## src/rtl/regfile_wr_arbiter.sv

```systemverilog
// Register-file write-port arbiter: pipeline port A has priority; host port B
// is forced through after STARVE_LIMIT+1 consecutive lost cycles.
module regfile_wr_arbiter #(
  parameter int unsigned DATA_W       = 16,
  parameter int unsigned ADDR_W       = 3,
  parameter int unsigned STARVE_LIMIT = 4
) (
  input  logic              clock,
  input  logic              reset,
  input  logic              exec,
  input  logic              a_valid,
  input  logic [ADDR_W-1:0] a_addr,
  input  logic [DATA_W-1:0] a_data,
  output logic              a_stall,
  input  logic              b_valid,
  output logic              b_ready,
  input  logic [ADDR_W-1:0] b_addr,
  input  logic [DATA_W-1:0] b_data,
  output logic              wr_en,
  output logic [ADDR_W-1:0] wr_addr,
  output logic [DATA_W-1:0] wr_data,
  output logic              a_drop
);

  localparam int unsigned CNT_W = 4;

  typedef enum logic [1:0] {
    ST_IDLE  = 2'd0,
    ST_WAIT  = 2'd1,
    ST_FORCE = 2'd2
  } state_t;

  state_t              state_q, state_d;
  logic [CNT_W-1:0]    cnt_q, cnt_d;
  logic                wr_en_q, wr_en_d;
  logic [ADDR_W-1:0]   wr_addr_q, wr_addr_d;
  logic [DATA_W-1:0]   wr_data_q, wr_data_d;
  logic                a_drop_q, a_drop_d;
  logic                a_acc;
  logic                b_acc;

  // State register
  always_ff @(posedge clock or posedge reset) begin
    if (reset) begin
      state_q <= ST_IDLE;
      cnt_q   <= '0;
    end else begin
      state_q <= state_d;
      cnt_q   <= cnt_d;
    end
  end

  // Next-state; everything freezes while the CPU is halted
  always_comb begin
    state_d = state_q;
    cnt_d   = cnt_q;
    if (exec) begin
      case (state_q)
        ST_IDLE: begin
          if (a_valid && b_valid) begin
            state_d = ST_WAIT;
            cnt_d   = CNT_W'(1);
          end
        end
        ST_WAIT: begin
          if (b_acc || !b_valid) begin
            state_d = ST_IDLE;
            cnt_d   = '0;
          end else if (cnt_q == CNT_W'(STARVE_LIMIT)) begin
            state_d = ST_FORCE;
          end else begin
            cnt_d = cnt_q + CNT_W'(1);
          end
        end
        ST_FORCE: begin
          state_d = ST_IDLE;
          cnt_d   = '0;
        end
        default: begin
          state_d = ST_IDLE;
          cnt_d   = '0;
        end
      endcase
    end
  end

  // Handshakes and write selection; A and B are mutually exclusive by construction
  always_comb begin
    a_stall   = exec && (state_q == ST_FORCE);
    b_ready   = exec && ((state_q == ST_FORCE) || !a_valid);
    a_acc     = exec && a_valid && !a_stall;
    b_acc     = b_valid && b_ready;
    wr_en_d   = 1'b0;
    wr_addr_d = wr_addr_q;
    wr_data_d = wr_data_q;
    a_drop_d  = a_drop_q || (a_valid && a_stall);
    if (a_acc) begin
      wr_en_d   = 1'b1;
      wr_addr_d = a_addr;
      wr_data_d = a_data;
    end else if (b_acc) begin
      wr_en_d   = 1'b1;
      wr_addr_d = b_addr;
      wr_data_d = b_data;
    end
  end

  // Registered write port and sticky drop flag
  always_ff @(posedge clock or posedge reset) begin
    if (reset) begin
      wr_en_q   <= 1'b0;
      wr_addr_q <= '0;
      wr_data_q <= '0;
      a_drop_q  <= 1'b0;
    end else begin
      wr_en_q   <= wr_en_d;
      wr_addr_q <= wr_addr_d;
      wr_data_q <= wr_data_d;
      a_drop_q  <= a_drop_d;
    end
  end

  assign wr_en   = wr_en_q;
  assign wr_addr = wr_addr_q;
  assign wr_data = wr_data_q;
  assign a_drop  = a_drop_q;

endmodule

```

## config.mk

```make
export PLATFORM = sky130hd
export DESIGN_NAME = regfile_wr_arbiter
export DESIGN_NICKNAME = d
export VERILOG_FILES = /design/src/rtl/regfile_wr_arbiter.sv
export SDC_FILE = /design/constraint.sdc
export NUM_CORES = 1
export LEC_CHECK = 0
export CAP_MARGIN = 25
export CORE_MARGIN = 1.5
export CORE_UTILIZATION = 44
export DETAILED_ROUTE_END_ITERATION = 6
export GPL_ROUTABILITY_DRIVEN = 0
export PLACE_DENSITY = 0.87
export SLEW_MARGIN = 20
export SYNTH_ARGS = -nofsm -noshare
export SYNTH_HDL_FRONTEND = slang
export SYNTH_SLANG_ARGS = --single-unit
```

## constraint.sdc

```tcl
create_clock -name clock -period 2.6 [get_ports clock]
set_input_delay 0.52 -clock clock [delete_from_list [all_inputs] [get_ports clock]]
set_output_delay 0.52 -clock clock [all_outputs]
set_load 0.01 [all_outputs]
```

==> impl_results.md <==
- Status: complete, no violations
- Most frequent cells in the layout: clkdlybuf4s50_1 (65), dfrtp_1 (27), mux2_2 (20), mux2_4 (10)
- Fin. max-slew vios: 0
- Worst-path clk slew: ~0.15 ns
- Post-route ant nets: 0
- HP Class: flip-flop to flip-flop
- Post-CTS Setup Repair Bufs: 0
- Leak: 0.000908 uW
- Post-Syn Area: 1400 sq um
- Minimum clock period: 2.32 ns
- Final setup vio count: 0
- Cell area after placement: ~2100 sq um
- Sequential area share after synthesis: 48.3%
- Post-synth EDFFs: 0
- CP max FO: 7
- Synth top area share: 48.3%
- Most common cell after layout, fill and taps aside: clkdlybuf4s50_1
- Global Route Usage Sum: 21.4%
- Actual slew at the worst max-slew pin: 0.630 ns
- First-pass GRT wire length: roughly 5600 microns
- Area Growth Syn to Fin: 54.3%
- H-Tree Depth: 1
- Worst EP required: 2.08 ns
- Clk Latency, worst-skew pair: roughly 0.33 ns
- Post-CTS resize count: 0
- Starting Density: about 46%
- Met3 GRT Util: 5.24%
- DR WL/cell: 15.2 microns
- CTS Buffer Depth: 2
- Register bit total from synthesis: 27
- Setup TNS: 0 ns
- Count of warnings emitted by yosys: 0
- Ports: between 60 and 70
- Synth area leaders: dfrtp_1 (48%), mux2_2 (16%), mux2_4 (11%)
- Worst slew margin: between 50 and 60%
- Achievable Freq: 431 MHz
- Largest net degree at the start of global routing: 21
- RSZ-0062 raised after global routing: false
- Number of distinct library cells after synthesis: 30
- Syn Inst Count: 110
- Gr busiest metal: met2
- Met1 GRT Util: a little over a quarter
- Fillers: 217
- ANT cells: 0
- WP data arrival: between 1.5 and 2 ns
- Main synth FF type: dfrtp_1
- Storage element area: 676 sq um
- Die Area: 3530 sq um
- Initial antenna violation count: 0
- Detail Placement HPWL: 2730 microns
- Num Clock Sinks: 27
- Iter 0 DRT Violations: 40
- CP startpoint kind: input pin
- DR pass1 iterations: 4
- Hold_buf cts: 0
- Chip width: 59.4 microns
- Crit. End Element: primary output
- Mapped Avg Cell Area: 12.7 sq um
- Port Buf Inserts: 65
- Routed WL: between 3000 and 4000 microns
- DR vias: 1143
- DR vias/cell: 5.08
- Final instance area: 2160 sq um
- Die Ht: between 50 and 60 microns
- Gr ovfl total: 0
- Area leader, netlist: dfrtp_1
- DR DRC count: 0
- Async SR Flop Fraction: 100%
- Vias in the first global route: 1181
- Total CTS buffers: 3
- Pwr/cell area: 478 nW/um^2
- Share of cells above drive strength 1: 24.3%
- Placeable core area: between 3000 and 4000 sq um
- Final-stage net count: 227
- Final Hold Viols: 0
- Syn Nets: 155
- Global routing met2 resource utilization: 36.6%
- Final Skew: 0.00839 ns
- Worst IR drop on VDD: around 370 uV
- Max-Cap Viols: 0
- Row count: 20
- Place WS: around 0.22 ns
- Period utilization: roughly 90%
- Final worst setup slack: 0.280 ns
- Multi-input gate area: 683 sq um
- Root Buffer: clkbuf_4
- CTS tree: done
- Critical path type: input pin to primary output
## worst paths after layout
kind	to	depth (start not counted)	slack, ns	startpoint
max	b_ready	3	0.28	a_valid
min in group asynchronous	wr_data[7]$_DFFE_PP0P_	2	0.55	reset
max reg2reg	wr_data[15]$_DFFE_PP0P_	5	0.83	state_q[0]$_DFFE_PP0P_
min reg2reg	a_drop$_DFF_PP0_	1	0.50	a_drop$_DFF_PP0_
max in group asynchronous	cnt_q[1]$_DFFE_PP0P_	3	1.45	reset
min	a_drop$_DFF_PP0_	1	0.50	a_drop$_DFF_PP0_
## Yosys cell counts (2+ instances only)
cell type and count:
a21oi_1 6, mux2_2 20, buf_4 2, mux2_4 10, ha_1 2, a22o_1 2, o2bb2ai_1 2, dfrtp_1 27
nor2_1 3, inv_1 5, nand2_1 4, o21ai_0 3, a2bb2oi_1 4, o22ai_1 4
## final cells by class
type | instances | area share [%]
clock inverter | 1 | 0.232
multi-input combinational | 75 | 31.6
clock buffer | 3 | 1.04
timing repair buffer | 70 | 32.4
inverter | 5 | 0.869
tap | 44 | 2.55
sequential | 27 | 31.3
## sequential cells by signal, indices dropped and copies added (netlist names)
signal / flops
wr_en: 1
wr_addr: 3
cnt_q: 4
state_q: 2
a_drop: 1
wr_data: 16
## layer usage
metal	up-vias	part of all wire [%]	wire length [microns]
met1	545	42	1450
met3	7	5.2	177
met5	-	0	0
met2	40	51	1760
met4	0	1.4	47
li1	551	-	-
## cells by family (layout without fill, tap and decap cells)
kind of cell    after synthesis  count (layout)  share of synthesized area [%]
fa+ha+maj                     2               2                           1.79
mux                          30              30                           26.8
buf+inv                       8              79                           3.22
simple gates                 17              17                           7.15
flops                        27              27                           48.3
compound gates               26              26                           12.8
## worst max-delay path: stages
cell	delay (ns)
clkdlybuf4s50_1	0.54
a21oi_1	0.19
clkdlybuf4s50_1	0.55
## per-stage QoR
| step | total power [uW] | utilization [%] | std cells | hold WS [ns] |
|---|---|---|---|---|
| 2_1_floorplan | 659 | - | 110 | 0.484 |
| 3_3_place_gp | 844 | 70.5 | 221 | 0.472 |
| 3_5_place_dp | 860 | 70.5 | 221 | 0.467 |
| 4_1_cts | 1040 | 71.4 | 225 | 0.507 |
| 5_1_grt | 1090 | 71.4 | 225 | 0.540 |
| 6_report | 1030 | 71.4 | 225 | 0.497 |
## power breakdown
part	internal, uW	switching, uW
Sequential	472	35.5
Combinational	222	121
Clock	57.8	124
No activity file was read; power rests on OpenSTA's default activity.
